--- src/rtl/fetch_stage.sv ---
`default_nettype none
// ============================================================================
//  Module   : fetch_stage
//  Purpose  : RV32I instruction-fetch stage. Owns the PC, addresses the
//             combinational instruction ROM and fills the IF/ID register.
//  Revision : 1.0 - initial release
// ============================================================================
module fetch_stage #(
    parameter int          WIDTH    = 32,
    parameter logic [31:0] ROM_BASE = 32'hBFC00000,
    parameter logic [31:0] ROM_TOP  = 32'hBFC00FFC,
    parameter logic [31:0] NOP      = 32'h00000013
) (
    input  logic             clk,
    input  logic             rst,
    input  logic             stall_i,
    input  logic             redirect_i,
    input  logic [WIDTH-1:0] target_i,
    output logic [WIDTH-1:0] rom_addr_o,
    input  logic [WIDTH-1:0] rom_data_i,
    output logic [WIDTH-1:0] instr_d_o,
    output logic [WIDTH-1:0] pc_d_o,
    output logic [WIDTH-1:0] pc_plus4_d_o,
    output logic             valid_d_o,
    output logic             fault_o
);

    localparam logic [WIDTH-1:0] c_BASE = WIDTH'(ROM_BASE);
    localparam logic [WIDTH-1:0] c_TOP  = WIDTH'(ROM_TOP);
    localparam logic [WIDTH-1:0] c_NOP  = WIDTH'(NOP);
    localparam logic [WIDTH-1:0] c_FOUR = WIDTH'(4);
    localparam logic [WIDTH-1:0] c_ZERO = '0;

    logic [WIDTH-1:0] r_pc;
    logic [WIDTH-1:0] r_instr_d;
    logic [WIDTH-1:0] r_pc_d;
    logic [WIDTH-1:0] r_pc_plus4_d;
    logic             r_valid_d;
    logic             r_fault;

    logic [WIDTH-1:0] w_pc_plus4;
    logic             w_target_legal;
    logic [WIDTH-1:0] w_pc_next;
    logic [WIDTH-1:0] w_instr_next;
    logic [WIDTH-1:0] w_pc_d_next;
    logic [WIDTH-1:0] w_pc_plus4_d_next;
    logic             w_valid_next;
    logic             w_fault_next;

    assign w_pc_plus4     = r_pc + c_FOUR;
    assign w_target_legal = (target_i >= c_BASE) && (target_i <= c_TOP) &&
                            (target_i[1:0] == 2'b00);

    // Redirect outranks stall: the fetched word is squashed into a bubble.
    always_comb begin
        w_pc_next         = r_pc;
        w_instr_next      = r_instr_d;
        w_pc_d_next       = r_pc_d;
        w_pc_plus4_d_next = r_pc_plus4_d;
        w_valid_next      = r_valid_d;
        w_fault_next      = r_fault;
        if (redirect_i) begin
            w_instr_next      = c_NOP;
            w_pc_d_next       = c_ZERO;
            w_pc_plus4_d_next = c_ZERO;
            w_valid_next      = 1'b0;
            if (w_target_legal) begin
                w_pc_next = target_i;
            end else begin
                w_pc_next    = c_BASE;
                w_fault_next = 1'b1;
            end
        end else if (!stall_i) begin
            w_instr_next      = rom_data_i;
            w_pc_d_next       = r_pc;
            w_pc_plus4_d_next = w_pc_plus4;
            w_valid_next      = 1'b1;
            w_pc_next         = (r_pc == c_TOP) ? c_BASE : w_pc_plus4;
        end
    end

    always_ff @(posedge clk) begin
        if (rst) begin
            r_pc         <= c_BASE;
            r_instr_d    <= c_NOP;
            r_pc_d       <= c_ZERO;
            r_pc_plus4_d <= c_ZERO;
            r_valid_d    <= 1'b0;
            r_fault      <= 1'b0;
        end else begin
            r_pc         <= w_pc_next;
            r_instr_d    <= w_instr_next;
            r_pc_d       <= w_pc_d_next;
            r_pc_plus4_d <= w_pc_plus4_d_next;
            r_valid_d    <= w_valid_next;
            r_fault      <= w_fault_next;
        end
    end

    assign rom_addr_o   = r_pc;
    assign instr_d_o    = r_instr_d;
    assign pc_d_o       = r_pc_d;
    assign pc_plus4_d_o = r_pc_plus4_d;
    assign valid_d_o    = r_valid_d;
    assign fault_o      = r_fault;

endmodule
`default_nettype wire

--- config.mk ---
export PLATFORM = sky130hd
export DESIGN_NAME = fetch_stage
export DESIGN_NICKNAME = d
export VERILOG_FILES = /design/src/rtl/fetch_stage.sv
export SDC_FILE = /design/constraint.sdc
export NUM_CORES = 1
export LEC_CHECK = 0
export CAP_MARGIN = 0
export CORE_ASPECT_RATIO = 1.2
export CORE_MARGIN = 4
export CORE_UTILIZATION = 34
export DETAILED_ROUTE_END_ITERATION = 16
export PLACE_DENSITY = 0.6
export SKIP_LAST_GASP = 1
export SYNTH_ARGS = -nofsm -noshare
export SYNTH_HDL_FRONTEND = slang
export SYNTH_SLANG_ARGS = --single-unit
--- constraint.sdc ---
create_clock -name clk -period 2.95 [get_ports clk]
set_clock_uncertainty 0.2 [all_clocks]
set_input_delay 0.59 -clock clk [delete_from_list [all_inputs] [get_ports clk]]
set_output_delay 0.59 -clock clk [all_outputs]
set_load 0.005 [all_outputs]
## Word level (Yosys, flattened, before mapping)

Cells that the tools add are included.

| storage, ports and cells | value |
|---|---|
| bits in registers | 130 |
| input port bits | 68 |

| cells by class | value |
|---|---|
| $add $sub $neg | 1 |
| $lt $le $gt $ge | 2 |
| equality and inequality tests | 2 |
| muxes and demuxes | 4 |
| bitwise logic cells | 1 |
| reduce and logical (&&, ||, !) cells | 5 |

Operators by type and width:

| cell | count |
|---|---|
| 32-bit 2-to-1 mux | 4 |
| 32-bit by 3-bit adder with 32-bit output (second input constant) | 1 |
| 32-bit equality test (second input constant) | 1 |
| 32-bit >= comparator (second input constant) | 1 |
| 32-bit <= comparator (second input constant) | 1 |
| 1-bit logical AND | 2 |
| 2-bit logical NOT | 1 |
| 2-bit by 1-bit != test with 1-bit output (second input constant) | 1 |
| 2-bit AND reduction | 1 |
| 2-bit OR reduction | 1 |
| 1-bit inverter | 1 |

## Logic depth before layout (Yosys ltp)

| logic depth | value |
|---|---|
| word-level depth | 5 |
| mapped depth | 7 |
| mapped depth without buffers | 6 |

## Least setup slack after synthesis

No wires, ideal clock.

| timing path | value |
|---|---|
| path type | in2reg |
| start point | input port target_i[14] |
| end point | register r_pc[2] (netlist: rom_addr_o[2]) |
| setup time | 0.086 ns |
| arrival | 1.935 ns |
| required time | 2.664 ns |
| setup slack | 0.729 ns |
| stages | 5 |
| buffers on the path | 0 |
| cells stage by stage | or2_0 or3b_2 nor4_4 a221oi_1 a211oi_1 |

| on the way | value |
|---|---|
| cells in the longest elaborated chain, start to end | 5 |
| elaborated cells between the ends (all ways) | 6 |

RTL lines:

| item | line | source |
|---|---|---|
| start: declaration | 18 | `input logic [WIDTH-1:0] target_i,` |
| 32-bit >= comparator or 32-bit <= comparator (tied branches) | 51 | `assign w_target_legal = (target_i >= c_BASE) && (target_i <= c_TOP) &&` |
| 1-bit logical AND (*) (2 in series) | 51 |  |
| 32-bit 2-to-1 mux (*) | 67 | `if (w_target_legal) begin` |
| 32-bit 2-to-1 mux (*) | 62 | `if (redirect_i) begin` |
| end signal: assignment | 84 | `r_pc <= c_BASE;` |
| end signal: assignment | 91 | `r_pc <= w_pc_next;` |
| end: declaration | 34 | `logic [WIDTH-1:0] r_pc;` |

Mark *: on every way between the ends. The rest lies on a longest branch, timed or not.
A chain may end at the register's enable or synchronous reset.

## Final worst setup path

| timing path | value |
|---|---|
| start point | register r_pc[2] (netlist: rom_addr_o[2]) |
| end point | register r_pc_plus4_d[30] (netlist: pc_plus4_d_o[30]) |

| on the way | value |
|---|---|
| cells in the longest elaborated chain, start to end | 1 |

RTL lines:

| item | line | source |
|---|---|---|
| 32-bit by 3-bit adder with 32-bit output | 50 | `assign w_pc_plus4 = r_pc + c_FOUR;` |
| end signal: assignment | 87 | `r_pc_plus4_d <= c_ZERO;` |
| end signal: assignment | 94 | `r_pc_plus4_d <= w_pc_plus4_d_next;` |
| end: declaration | 37 | `logic [WIDTH-1:0] r_pc_plus4_d;` |

Every way passes these cells.

==> out/qor.yml <==
run_status:
  status: "finished clean"
die:
  core-area_sq_um: 15600
  top_level_ports: 198
  chipHeight_um: 146
  die_area_sq_um: 17900
  num_rows: 50
  start_util_pct: 34.5
  die_w_um: 123
final_layout:
  fillers: 1434
  final_area_sq_um: 8190
  diodes: 0
  nets: 846
  area_delta_synth_final_pct: 52.3
  drive_gt1_share_pct: 8.61
pwr:
  power_leakage_nw: 3.19
  clockPowerShare_pct: 48.8
  swShare_pct: 21.9
  p_switching_w: 0.000932
  power_w: 0.00425
  ir_worst_vdd_mv: 0.289
  p_seq_share_pct: 42.2
  power_density_nw_per_um2: 519
  p_int_w: 0.00332
  p_comb_share_pct: 9.0
timing:
  worst_slack_ns: 0.352
  worstMarginPinSlew_ns: 0.672
  hold_viol: 0
  max_freq_mhz: 385
  setup_viol: 0
  min_period_ns: 2.60
  period_share_pct: 88.1
  maxSlewViolCount: 0
  relSlewSlack_pct: 55.0
  rsz0062_at_grt: "no"
  setup_tns_ns: 0
setup_path:
  crit_required_ns: 3.03
  worst-path-max-fanout: 10
  critical_path.max_stage_delay_ns: 0.63
  arrival_ns: 2.68
  worstPathCellList: "ha_1, nand2_1, nor4_4, nand3_1, xor2_1, a21oi_1"
  slowest_stage: "nor4_4"
  cp-end-kind: "flip-flop"
  critPathKind: "flip-flop to flip-flop"
  startpoint_type: "flip-flop"
clock_tree:
  post_cts_buffers: 0
  clock_latency_ns: 0.41
  postCtsHoldBufs: 0
  cts_tree: "done"
  cts_root_buf: "clkbuf_16"
  numCtsBuffers: 17
  htree_levels: 4
  path_clk_slew_ns: 0.06
  clock_sinks: 128
  cts-resized-gates: 0
  cts_buffer_depth: 2
routing:
  via_count: 4917
  post_drt_wl_per_cell_um: 16.4
  wl_mm: 16.4
  wl_met1_mm: 6.62
  initialDrtViolationCount: 185
  met2WireLength_mm: 8.34
  route.detailed.drc: 0
  wl_met3_mm: 1.13
  vias_per_cell: 4.93
  top_layer_used: "met4"
  postRouteAntennaNets: 0
  dr.pass1.iters: 5
placement:
  dp_slack_ns: 0.113
  routabilityCongestion: 0.783
  place_area_sq_um: 7600
  hpwl_mm: 12.1
  port_buffers: 197
synth:
  ys_warn_count: 0
  synth_seq_area_share_pct: 47.7
  synth_area_leaders: "dfxtp_1 48%, mux2i_1 12%, nor2_1 6.4%, a21oi_1 3.2%, xor2_1 3.1%"
  synth_seq_cells: 128
  synth_area_per_cell_sq_um: 9.22
  async_flop_share_pct: 0
  synth_nets: 652
  synth-edff-count: 0
  synth.distinct_cells: 50
  synth_top_area_cell: "dfxtp_1"
  yosysMostFrequentCell: "dfxtp_1"
  synthCells: 583
  synthFlopType: "dfxtp_1"
  synth.top_cell.area_share_pct: 47.7
  synthTopCellsByCount: "128 x dfxtp_1, 91 x nor2_1, 67 x mux2i_1"
  syn-cell-area_sq_um: 5380
global_route:
  grt_overflow: 0
  grt_max_degree: 44
  grt_pass1_wl_mm: 26.2
  antenna_found_initial: 0
  first_global_vias: 4836
  grt_usage_pct: 18.7
hold_path:
  hold_path.class: "flip-flop to flip-flop"
run:
  maxCapViolCount: 0
## metrics by stage
step | hold WS [ns] | util, % | cells
CTS | 0.258 | 52.6 | 998
finish | 0.256 | 52.6 | 998
global route | 0.272 | 52.6 | 998
global placement | 0.234 | 48.8 | 966
detailed placement | 0.246 | 48.8 | 966
floorplan | 0.251 | - | 583
## layer usage
layer / track usage (%) / vias to the layer above
li1: - / 2419
met1: 21.7 / 2321
met2: 31.3 / 155
met3: 6.92 / 22
met4: 6.44 / 0
met5: 0 / -
## worst max-delay path, delay by kind of cell (launching register included)
family	cells	cell delay (ns)
and+or+nand+nor	3	1.14
DFF	1	0.44
adders and majority gates	1	0.33
xor gates and xnor gates	1	0.27
AOI/OAI and AO/OA	1	0.09
## area by class of cell
type / instances / area (sq um) / area share [%]
sequential: 128 / 2560 / 31.3
inverter: 4 / 15.0 / 0.183
clock buffer: 24 / 492 / 6.00
clock inverter: 8 / 103 / 1.25
multi-input combinational: 403 / 2590 / 31.7
tap: 208 / 260 / 3.18
timing repair buffer: 223 / 2160 / 26.4
## power groups by stage
stage | registers [W] | logic (W) | clock network, W
after detailed placement | 0.00183 | 0.000386 | 0
final | 0.00180 | 0.000383 | 0.00208
after floorplan | 0.00184 | 0.000151 | 0
after global routing | 0.00180 | 0.000414 | 0.00222
after CTS | 0.00180 | 0.000388 | 0.00214
after global placement | 0.00183 | 0.000381 | 0
## cells by family (layout without fill, tap and decap cells)
group | Yosys count | after routing | synth area share (%)
adder cells (fa/ha/maj) | 1 | 1 | 0.233
XOR/XNOR | 33 | 33 | 5.38
AO/OA/AOI/OAI | 92 | 92 | 10.4
buffers and inverters | 52 | 259 | 4.19
flip-flops | 128 | 128 | 47.7
multiplexers | 67 | 67 | 12.5
AND/OR/NAND/NOR | 210 | 210 | 19.6
## cell usage in the layout, fill, tap and decap left out, types with 2 or more instances in the layout
cell type / Yosys / layout
clkdlybuf4s50_1: 0 / 196
dfxtp_1: 128 / 128
nor2_1: 91 / 90
mux2i_1: 67 / 67
nand2_1: 41 / 41
a21oi_1: 34 / 34
buf_4: 4 / 27
o21ai_0: 24 / 24
xor2_1: 19 / 19
clkbuf_16: 0 / 17
xnor2_1: 14 / 14
nand3_1: 13 / 13
nor3_1: 13 / 13
and3_1: 9 / 9
a221oi_1: 8 / 8
and4_1: 7 / 7
a31oi_1: 7 / 7
nand4_1: 6 / 6
nor4_1: 6 / 6
a211oi_1: 5 / 5
or3_1: 4 / 4
clkbuf_8: 0 / 4
nor2b_1: 3 / 3
inv_1: 4 / 3
nor4_4: 3 / 3
nor3b_1: 3 / 3
nor4b_1: 3 / 3
clkbuf_1: 30 / 3
a311oi_1: 2 / 2
o22a_1: 2 / 2
clkinv_2: 0 / 2
bufinv_16: 0 / 2
clkinvlp_4: 0 / 2
## registers in the layout, summed over array words and instances, names as in the netlist
signal / cells
fault_o: 1
instr_d_o: 32
pc_d_o: 32
pc_plus4_d_o: 30
rom_addr_o: 32
valid_d_o: 1
## final timing paths
path | to | from | depth (start not counted) | slack (ns)
max | pc_plus4_d_o[30] | rom_addr_o[2] | 6 | 0.35
min reg2reg | valid_d_o | valid_d_o | 1 | 0.26
max reg2reg | pc_plus4_d_o[30] | rom_addr_o[2] | 6 | 0.35
min | valid_d_o | valid_d_o | 1 | 0.26
Note: power is estimated with default switching activity, not from simulation.
